[src/rtl/maze_pkg.sv]
// -----------------------------------------------------------------------------
// maze_pkg
// Shared definitions for the maze cell RAM and its scheduler.
//   MAZE_DIM / MAZE_CELLS / CELL_ADDR_W : maze geometry (64x64, 4096 cells)
//   req_id_e                            : requester IDs (display/carver/player)
//   WALL / PATH                         : cell encoding stored in the RAM
//   cell_addr()                         : x + 64*y packed into a cell address
//   sat_inc16()                         : 16-bit saturating increment
// -----------------------------------------------------------------------------
package maze_pkg;

  localparam int MAZE_DIM    = 64;
  localparam int MAZE_CELLS  = 4096;
  localparam int CELL_ADDR_W = 12;

  typedef enum logic [1:0] {
    REQ_DISP = 2'd0,
    REQ_CARV = 2'd1,
    REQ_PLYR = 2'd2
  } req_id_e;

  localparam logic WALL = 1'b1;
  localparam logic PATH = 1'b0;

  // Same bit ordering as the flat maze_data vector: y in the upper bits.
  function automatic logic [CELL_ADDR_W-1:0] cell_addr(input logic [5:0] x,
                                                       input logic [5:0] y);
    return {y, x};
  endfunction

  function automatic logic [15:0] sat_inc16(input logic [15:0] v);
    return (v == 16'hFFFF) ? v : v + 16'd1;
  endfunction

endpackage

[src/rtl/maze_rr_arb2.sv]
// -----------------------------------------------------------------------------
// maze_rr_arb2
// Two-way round-robin arbiter between carver and player.
//   clk_i, reset_i : clock, synchronous active-high reset
//   req_c_i        : carver eligible
//   req_p_i        : player eligible
//   grant_i        : the low-priority slot was actually granted this cycle
//   pick_c_o       : carver is the round-robin choice
//   pick_p_o       : player is the round-robin choice
// The last_lo pointer resets to player so the carver wins the first tie.
// -----------------------------------------------------------------------------
module maze_rr_arb2
  import maze_pkg::*;
(
  input  logic clk_i,
  input  logic reset_i,
  input  logic req_c_i,
  input  logic req_p_i,
  input  logic grant_i,
  output logic pick_c_o,
  output logic pick_p_o
);

  req_id_e last_q, last_d;

  always_comb begin
    pick_c_o = req_c_i && (!req_p_i || (last_q == REQ_PLYR));
    pick_p_o = req_p_i && !pick_c_o;
    last_d   = last_q;
    if (grant_i && pick_c_o) last_d = REQ_CARV;
    else if (grant_i && pick_p_o) last_d = REQ_PLYR;
  end

  always_ff @(posedge clk_i) begin
    if (reset_i) last_q <= REQ_PLYR;
    else         last_q <= last_d;
  end

endmodule

[src/rtl/maze_mem_scheduler.sv]
// -----------------------------------------------------------------------------
// maze_mem_scheduler
// Shares the single-port 4096x1 maze cell RAM between display (read-only),
// carver (r/w) and player (r/w).
//   clk, reset                 : clock, synchronous active-high reset
//   disp_req/addr, disp_gnt    : display read port (top priority)
//   carv_req/we/addr/wdata/gnt : carver port
//   plyr_req/we/addr/wdata/gnt : player port
//   carve_lock                 : holds off new player writes
//   rd_data, *_rvalid          : shared read data, valid 2 cycles after grant
//   mem_addr/we/wdata          : registered RAM drive
//   mem_rdata                  : RAM read data (1-cycle latency)
// Optional: MAZE_MEM_SCHED_STATS_EN adds stat_clr and saturating 16-bit grant
// counters stat_disp/stat_carv/stat_plyr.
// -----------------------------------------------------------------------------
module maze_mem_scheduler
  import maze_pkg::*;
#(
  parameter int ADDR_W       = CELL_ADDR_W,
  parameter int STARVE_LIMIT = 8
) (
  input  logic              clk,
  input  logic              reset,
  input  logic              disp_req,
  input  logic [ADDR_W-1:0] disp_addr,
  output logic              disp_gnt,
  input  logic              carv_req,
  input  logic              carv_we,
  input  logic [ADDR_W-1:0] carv_addr,
  input  logic              carv_wdata,
  output logic              carv_gnt,
  input  logic              plyr_req,
  input  logic              plyr_we,
  input  logic [ADDR_W-1:0] plyr_addr,
  input  logic              plyr_wdata,
  output logic              plyr_gnt,
  input  logic              carve_lock,
  output logic              rd_data,
  output logic              disp_rvalid,
  output logic              carv_rvalid,
  output logic              plyr_rvalid,
  output logic [ADDR_W-1:0] mem_addr,
  output logic              mem_we,
  output logic              mem_wdata,
`ifdef MAZE_MEM_SCHED_STATS_EN
  input  logic              stat_clr,
  output logic [15:0]       stat_disp,
  output logic [15:0]       stat_carv,
  output logic [15:0]       stat_plyr,
`endif
  input  logic              mem_rdata
);

  logic              carv_elig, plyr_elig, any_lo, forced;
  logic              pick_c, pick_p, lo_gnt;
  logic [7:0]        starve_q, starve_d;
  logic [ADDR_W-1:0] mem_addr_q, mem_addr_d;
  logic              mem_we_q, mem_we_d;
  logic              mem_wdata_q, mem_wdata_d;
  // Read-issue pipeline, bit order {plyr, carv, disp}: s1 = RAM access cycle,
  // s2 = data-return cycle.
  logic [2:0]        rd_s1_q, rd_s1_d, rd_s2_q;

  assign carv_elig = carv_req;
  assign plyr_elig = plyr_req && !(plyr_we && carve_lock);
  assign any_lo    = carv_elig || plyr_elig;
  // Counter can sit at the limit while the only low-priority request has just
  // become ineligible (lock rose); display then proceeds normally.
  assign forced    = (starve_q == 8'(STARVE_LIMIT)) && any_lo;

  maze_rr_arb2 u_arb (
    .clk_i    (clk),
    .reset_i  (reset),
    .req_c_i  (carv_elig),
    .req_p_i  (plyr_elig),
    .grant_i  (lo_gnt),
    .pick_c_o (pick_c),
    .pick_p_o (pick_p)
  );

  always_comb begin
    disp_gnt = 1'b0;
    lo_gnt   = 1'b0;
    if (!reset) begin
      if (forced)        lo_gnt   = 1'b1;
      else if (disp_req) disp_gnt = 1'b1;
      else if (any_lo)   lo_gnt   = 1'b1;
    end
    carv_gnt = lo_gnt && pick_c;
    plyr_gnt = lo_gnt && pick_p;

    if (lo_gnt || !any_lo) starve_d = '0;
    else if (disp_gnt)     starve_d = starve_q + 8'd1;
    else                   starve_d = starve_q;

    mem_addr_d  = mem_addr_q;
    mem_we_d    = 1'b0;
    mem_wdata_d = mem_wdata_q;
    if (disp_gnt) begin
      mem_addr_d  = disp_addr;
      mem_wdata_d = PATH;
    end else if (carv_gnt) begin
      mem_addr_d  = carv_addr;
      mem_we_d    = carv_we;
      mem_wdata_d = carv_wdata;
    end else if (plyr_gnt) begin
      mem_addr_d  = plyr_addr;
      mem_we_d    = plyr_we;
      mem_wdata_d = plyr_wdata;
    end
    rd_s1_d = {plyr_gnt && !plyr_we, carv_gnt && !carv_we, disp_gnt};
  end

  always_ff @(posedge clk) begin
    if (reset) begin
      starve_q    <= '0;
      mem_addr_q  <= '0;
      mem_we_q    <= 1'b0;
      mem_wdata_q <= 1'b0;
      rd_s1_q     <= '0;
      rd_s2_q     <= '0;
    end else begin
      starve_q    <= starve_d;
      mem_addr_q  <= mem_addr_d;
      mem_we_q    <= mem_we_d;
      mem_wdata_q <= mem_wdata_d;
      rd_s1_q     <= rd_s1_d;
      rd_s2_q     <= rd_s1_q;
    end
  end

  assign mem_addr    = mem_addr_q;
  assign mem_we      = mem_we_q;
  assign mem_wdata   = mem_wdata_q;
  assign disp_rvalid = rd_s2_q[0];
  assign carv_rvalid = rd_s2_q[1];
  assign plyr_rvalid = rd_s2_q[2];
  assign rd_data     = (|rd_s2_q) ? mem_rdata : 1'b0;

`ifdef MAZE_MEM_SCHED_STATS_EN
  logic [15:0] stat_disp_q, stat_carv_q, stat_plyr_q;

  always_ff @(posedge clk) begin
    if (reset || stat_clr) begin
      stat_disp_q <= '0;
      stat_carv_q <= '0;
      stat_plyr_q <= '0;
    end else begin
      if (disp_gnt) stat_disp_q <= sat_inc16(stat_disp_q);
      if (carv_gnt) stat_carv_q <= sat_inc16(stat_carv_q);
      if (plyr_gnt) stat_plyr_q <= sat_inc16(stat_plyr_q);
    end
  end

  assign stat_disp = stat_disp_q;
  assign stat_carv = stat_carv_q;
  assign stat_plyr = stat_plyr_q;
`endif

endmodule

[config.mk]
export PLATFORM = sky130hd
export DESIGN_NAME = maze_mem_scheduler
export DESIGN_NICKNAME = d
export VERILOG_FILES = /design/src/rtl/maze_pkg.sv /design/src/rtl/maze_rr_arb2.sv /design/src/rtl/maze_mem_scheduler.sv
export SDC_FILE = /design/constraint.sdc
export NUM_CORES = 1
export LEC_CHECK = 0
export CAP_MARGIN = 10
export CORE_ASPECT_RATIO = 0.5
export CORE_MARGIN = 2
export CORE_UTILIZATION = 43
export CTS_CLUSTER_SIZE = 24
export DETAILED_ROUTE_END_ITERATION = 7
export PLACE_DENSITY_LB_ADDON = 0.05
export SYNTH_ARGS = -nofsm -noshare
export SYNTH_HDL_FRONTEND = slang
export SYNTH_SLANG_ARGS = --single-unit
[constraint.sdc]
create_clock -name clk -period 4.6 [get_ports clk]
set_input_delay 0.46 -clock clk [delete_from_list [all_inputs] [get_ports clk]]
set_output_delay 0.46 -clock clk [all_outputs]
set_load 0.005 [all_outputs]
==> flow_metrics.tcl, run 1 <==
set metrics [dict create \
    status "completed" \
    hold_class "reg -> reg" \
    power.share.clock_pct 32.2 \
    route.vias.total 1262 \
    syn_nets 197 \
    crit_arrival_ns 2.65 \
    route.detailed.drc 0 \
    cpMostUsedCell "clkdlybuf4s50_1" \
    cp.depth 6 \
    p_switching_w 0.000136 \
    fp-row-count 14 \
    dpl_cell_area_um2 2140 \
    grt_max_degree 15 \
    cp.buffers_inverters 3 \
    cts-buffers-inserted 5 \
    die_w_um 85.3 \
    max_freq_ghz 0.321 \
    dpl.cell_count 252 \
    max-slew-margin-rel_pct 65.0 \
    final_cells 259 \
    grt_overflow_total 0 \
    ios 68 \
    layout.filler_cells 259 \
    maxCapViolations 0 \
    coreArea_um2 3080 \
    final-setup-viol-count 0 \
    dieArea_um2 3810 \
    max_stage_delay_ns 0.50 \
    cp_top_family "buffers and inverters" \
    drtAntennaViolNets 0 \
    critPathSlowestCell "clkdlybuf4s50_1" \
    p_int_w 0.000454 \
    diodes 0 \
    sw_frac_of_total_pct 23.1 \
    yosys.cell_types.count 34 \
    ir_worst_vdd_mv 0.193 \
    required_ns 4.14 \
    wl_um 3410 \
    synth_top_area_cell "dfxtp_1" \
    hold_depth 1 \
    synthTopCellsByArea "dfxtp_1 (42%), o221ai_2 (9.5%), mux2i_1 (9.2%), inv_1 (4.8%), nor2_1 (3.7%)" \
    start_util_pct 46.1 \
    p_per_area_nw_per_um2 267 \
    multi_input_area_um2 726 \
    hpwl_um 2670 \
    gp_congestion 0.853 \
    drive_gt1_share_pct 11.9 \
    areaGrowthSynthToFinish_pct 55.9 \
    netlist_area_um2 1420 \
    synth_area_per_cell_um2 9.60 \
    nets 268 \
    grt_pass1_vias 1224 \
    wire_per_inst_um 13.2 \
    vias_per_cell 4.87 \
    fin_crit_sh_pct 67.7 \
    insertion_delay_ns 0.27 \
    comb_power_share_pct 20.5 \
    worst_setup_path_start_kind "input pin" \
    h-tree-depth 2 \
    cts_setup_buffers 0 \
    cp-end-kind "primary output" \
    ys_ff_latch 30 \
    cts_resized 0 \
    skew_ns 0.00331 \
    ys_seq_area_share_pct 42.3 \
    die_h_um 44.6 \
    cts.sinks 30 \
    grt_antenna_before_repair 0 \
    crit_type "in -> out" \
    r2r_setup_slack_ns 2.88 \
    path_clk_slew_ns 0.06 \
    cts-root-buf "clkbuf_8" \
    crit_chain "clkdlybuf4s50_1 > a21bo_2 > o21ai_2 > buf_4 > and3_1 > clkdlybuf4s50_1" \
    yosys_warnings 0 \
    r2r_cells 6 \
    drtIter0Drc 33 \
    fin_area_um2 2210 \
    cts_tree "yes" \
    grt_setup_unrepaired "no" \
    min_period_ns 3.11 \
    yosysTopAreaCellShare_pct 42.3 \
    io_buffers 67 \
    grt_usage_pct 19.3 \
    clockBufferDepth 2 \
    synth_cells 148 \
    firstDrtPassIters 4 \
    setup_tns_ns 0 \
    p_leak_nw 0.907 \
    grt_pass1_wl_um 5640 \
    tightestPinTransition_ns 0.525 \
    hold_viol_final 0 \
    sequentialPowerShare_pct 47.3 \
    worstPathMaxFanout 11 \
    postCtsHoldBufs 0 \
    seq_area_um2 601 \
    slew_viol_final 0 \
]
path summary, 6_finish.rpt:
kind / from / to
worst min register to register: rd_s1_q[2]$_SDFF_PP0_ / rd_s2_q[2]$_SDFF_PP0_
worst max register to register: starve_q[0]$_SDFFE_PP0P_ / mem_addr[2]$_SDFFE_PP0P_
worst min-delay path: rd_s1_q[2]$_SDFF_PP0_ / rd_s2_q[2]$_SDFF_PP0_
worst max-delay path: plyr_req / plyr_gnt
routing by layer:
layer	share of wire [%]	vias up	track usage (%)
met5	0	-	0
met4	0.53	0	6.67
met3	8.6	2	7.65
met2	44	32	29.7
met1	47	576	24.9
li1	-	652	-
worst register-to-register path, cell delays in order (launching register included):
cell      delay (ns)
dfxtp_1         0.35
inv_1           0.07
ha_1            0.14
nor4b_4         0.22
a31oi_2         0.18
or3_4           0.48
o221ai_1        0.20
power groups by stage:
stage          registers (W)  logic (W)  clock network [W]
2_1_floorplan       0.000286  0.0000487                  0
3_3_place_gp        0.000285   0.000121                  0
3_5_place_dp        0.000285   0.000122                  0
4_1_cts             0.000279   0.000123           0.000195
5_1_grt             0.000281   0.000131           0.000208
6_report            0.000279   0.000121           0.000190
final cells by class:
| cell class | count | share of cell area [%] |
|---|---|---|
| Tap cell | 40 | 2.26 |
| Multi-Input combinational cell | 94 | 32.8 |
| Inverter | 18 | 3.05 |
| Timing Repair Buffer | 70 | 31.3 |
| Sequential cell | 30 | 27.1 |
| Clock buffer | 7 | 3.45 |
cell usage in the layout, fill, tap and decap left out, types with 2 or more instances in the layout:
cell type	n
o221ai_2	9
or2_2	2
buf_4	3
dfxtp_1	30
clkbuf_8	5
inv_1	18
xor2_1	5
and3_1	3
clkdlybuf4s50_1	67
a21oi_1	2
mux2i_1	13
nor2b_1	4
nand2_1	13
clkbuf_1	2
nor2_1	14
ha_1	2
o221ai_1	3
nand3_1	7
o21ai_2	2
synthesized netlist by cell type, drive strengths merged:
library cell / count
a21boi: 1
or2: 2
and3: 3
mux2i: 13
nand3b: 1
a21bo: 1
nor3: 1
buf: 4
nand2: 13
nor4: 1
nor2b: 4
o32a: 1
nand3: 7
o211ai: 1
a31oi: 1
o221ai: 12
ha: 2
or3: 1
nor2: 14
and4b: 1
a21oi: 2
o31a: 1
dfxtp: 30
xor2: 5
xnor2: 1
o21ai: 4
nor4b: 1
clkbuf: 2
inv: 18
registers in the layout (all words and copies together), names as in the netlist:
register and count:
mem_addr 12, mem_wdata 1, mem_we 1, rd_s1_q 3
rd_s2_q 3, starve_q 8, u_arb.last_q 2
cells by family (layout without fill, tap and decap cells):
group / count (synthesis) / after routing / share of synthesized area (%)
flip-flops: 30 / 30 / 42.3
adder cells (fa/ha/maj): 2 / 2 / 1.76
AO/OA/AOI/OAI: 24 / 24 / 17.7
AND/OR/NAND/NOR: 49 / 49 / 18.1
XOR/XNOR: 6 / 6 / 3.70
multiplexers: 13 / 13 / 9.16
buffers and inverters: 24 / 95 / 7.31
stage by stage:
step	setup slack [ns]	hold slack [ns]	utilization, %	power [W]
4_1_cts	1.47	0.436	71.8	0.000597
6_report	1.49	0.437	71.8	0.000590
2_1_floorplan	2.68	0.414	-	0.000334
5_1_grt	1.37	0.447	71.8	0.000620
3_5_place_dp	1.48	0.423	69.3	0.000407
3_3_place_gp	1.53	0.420	69.3	0.000405
(Power assumes the default switching activity.)
==> inputs of run 2 (changes only) <==
--- a/config.mk
+++ b/config.mk
@@ -8,7 +8,7 @@
 export CAP_MARGIN = 10
 export CORE_ASPECT_RATIO = 0.5
 export CORE_MARGIN = 2
-export CORE_UTILIZATION = 43
+export CORE_UTILIZATION = 36
 export CTS_CLUSTER_SIZE = 24
 export DETAILED_ROUTE_END_ITERATION = 7
 export PLACE_DENSITY_LB_ADDON = 0.05
==> constraint.sdc (replaced) <==
create_clock -name clk -period 2.7 [get_ports clk]
set_input_delay 0.27 -clock clk [delete_from_list [all_inputs] [get_ports clk]]
set_output_delay 0.27 -clock clk [all_outputs]
set_load 0.005 [all_outputs]
==> run 2 against run 1 <==
Net effect:
- combinational power rose by 73%
- sequential share of layout area fell by 0.57 points
- worst hold slack about the same
- die area grew 18%
- sequential power grew 70%
- utilization fell by 13 points
- via count up 0.40%
==> flow_metrics.tcl, run 2 (synthesis gave the netlist of run 1 again) <==
set metrics [dict create \
    status "completed" \
    max-slew-margin-rel_pct 75.8 \
    firstDrtPassIters 4 \
    tightestPinTransition_ns 0.362 \
    dpl_cell_area_um2 2170 \
    fin_area_um2 2260 \
    dieArea_um2 4490 \
    p_leak_nw 0.926 \
    final-setup-viol-count 0 \
    largest_reg_flops 12 \
    grt_usage_pct 16.1 \
    insertion_delay_ns 0.28 \
    comb_power_share_pct 19.9 \
    postCtsHoldBufs 0 \
    grt_setup_unrepaired "no" \
    hpwl_um 2690 \
    cts-root-buf "clkbuf_8" \
    mostFrequentLayoutCells "clkdlybuf4s50_1 (67), dfxtp_1 (30), inv_1 (18)" \
    h-tree-depth 2 \
    die_w_um 92.8 \
    fin_crit_sh_pct 90.2 \
    drtIter0Drc 47 \
    fp-row-count 16 \
    hold_ws_ns 0.437 \
    hold_class "reg -> reg" \
    sequentialPowerShare_pct 45.2 \
    grt_max_degree 14 \
    setup_tns_ns 0 \
    p_per_area_nw_per_um2 466 \
    power.share.clock_pct 35.0 \
    wl_um 3410 \
    skew_ns 0.00441 \
    route.vias.total 1267 \
    cp-end-kind "primary output" \
    drtAntennaViolNets 0 \
    grt_pass1_vias 1255 \
    coreArea_um2 3840 \
    cts-buffers-inserted 5 \
    vias_per_cell 4.59 \
    grt_overflow_total 0 \
    wire_per_inst_um 12.4 \
    gp_congestion 0.726 \
    cts_resized 0 \
    p_switching_w 0.000248 \
    grt_antenna_before_repair 0 \
    p_int_w 0.000805 \
    sw_frac_of_total_pct 23.6 \
    cts_setup_buffers 0 \
    ios 68 \
    final_common_cell "clkdlybuf4s50_1" \
    path_clk_slew_ns 0.06 \
    hold_viol_final 0 \
    power.total_w 0.00105 \
    drive_gt1_share_pct 13.5 \
    start_util_pct 36.9 \
    slew_viol_final 0 \
    max_freq_ghz 0.410 \
    grt_pass1_wl_um 5620 \
    cts.sinks 30 \
    clockBufferDepth 2 \
    worstPathMaxFanout 6 \
    crit_type "reg -> out" \
    crit_arrival_ns 2.17 \
    required_ns 2.43 \
    cts_tree "yes" \
    diodes 0 \
    die_h_um 48.4 \
    maxCapViolations 0 \
    areaGrowthSynthToFinish_pct 59.2 \
    io_buffers 67 \
    route.detailed.drc 0 \
    ir_worst_vdd_mv 0.227 \
    worst_setup_path_start_kind "flip-flop" \
    nets 270 \
    min_period_ns 2.44 \
]
==> run 2: cell count changes in the layout (fill, tap and decap cells not counted), sizes merged <==
cell / change
clkinv: +1
buf: +2
==> run 2: power groups by stage <==
stage / logic, W / clock network (W) / registers, W
2_1_floorplan: 0.0000829 / 0 / 0.000487
3_3_place_gp: 0.000210 / 0 / 0.000484
4_1_cts: 0.000212 / 0.000380 / 0.000475
6_report: 0.000209 / 0.000368 / 0.000475
5_1_grt: 0.000226 / 0.000404 / 0.000479
3_5_place_dp: 0.000211 / 0 / 0.000485
==> run 2: worst max-delay path, stage by stage, from the launching register on <==
cell             delay, ns
dfxtp_1               0.35
inv_1                 0.07
ha_1                  0.14
nor4b_4               0.22
a31oi_2               0.18
or2_2                 0.34
nor2_1                0.09
clkdlybuf4s50_1       0.50
==> run 2: final timing paths <==
kind	startpoint	end	slack (ns)	depth (start not counted)
worst max register to register	starve_q[0]$_SDFFE_PP0P_	mem_addr[11]$_SDFFE_PP0P_	0.98	6
worst min-delay path	rd_s1_q[0]$_SDFF_PP0_	rd_s2_q[0]$_SDFF_PP0_	0.44	1
worst min register to register	rd_s1_q[0]$_SDFF_PP0_	rd_s2_q[0]$_SDFF_PP0_	0.44	1
worst max-delay path	starve_q[0]$_SDFFE_PP0P_	carv_gnt	0.26	7
==> run 2: cell type report <==
| class | instances | area, um2 |
|---|---|---|
| multi-input cells | 94 | 726 |
| clock buffers | 7 | 86.3 |
| inverters | 18 | 67.6 |
| clock inverters | 1 | 5.00 |
| repair buffers | 72 | 708 |
| well taps | 54 | 67.6 |
| flip-flops and latches | 30 | 601 |
| fillers | 348 | 1580 |
==> run 2: stage by stage <==
stage | setup WS (ns) | util (%) | instances
3_5_place_dp | 0.512 | 56.4 | 268
4_1_cts | 0.244 | 58.8 | 276
5_1_grt | 0.122 | 58.8 | 276
2_1_floorplan | 1.00 | - | 148
6_report | 0.264 | 58.8 | 276
3_3_place_gp | 0.566 | 56.4 | 268
==> run 2: layer usage <==
metal / share of wire (%) / vias to the layer above / global-route usage, %
li1: - / 660 / -
met3: 8.6 / 5 / 6.70
met1: 47 / 562 / 19.2
met2: 43 / 40 / 26.4
met5: 0 / - / 0
met4: 0.94 / 0 / 5.64
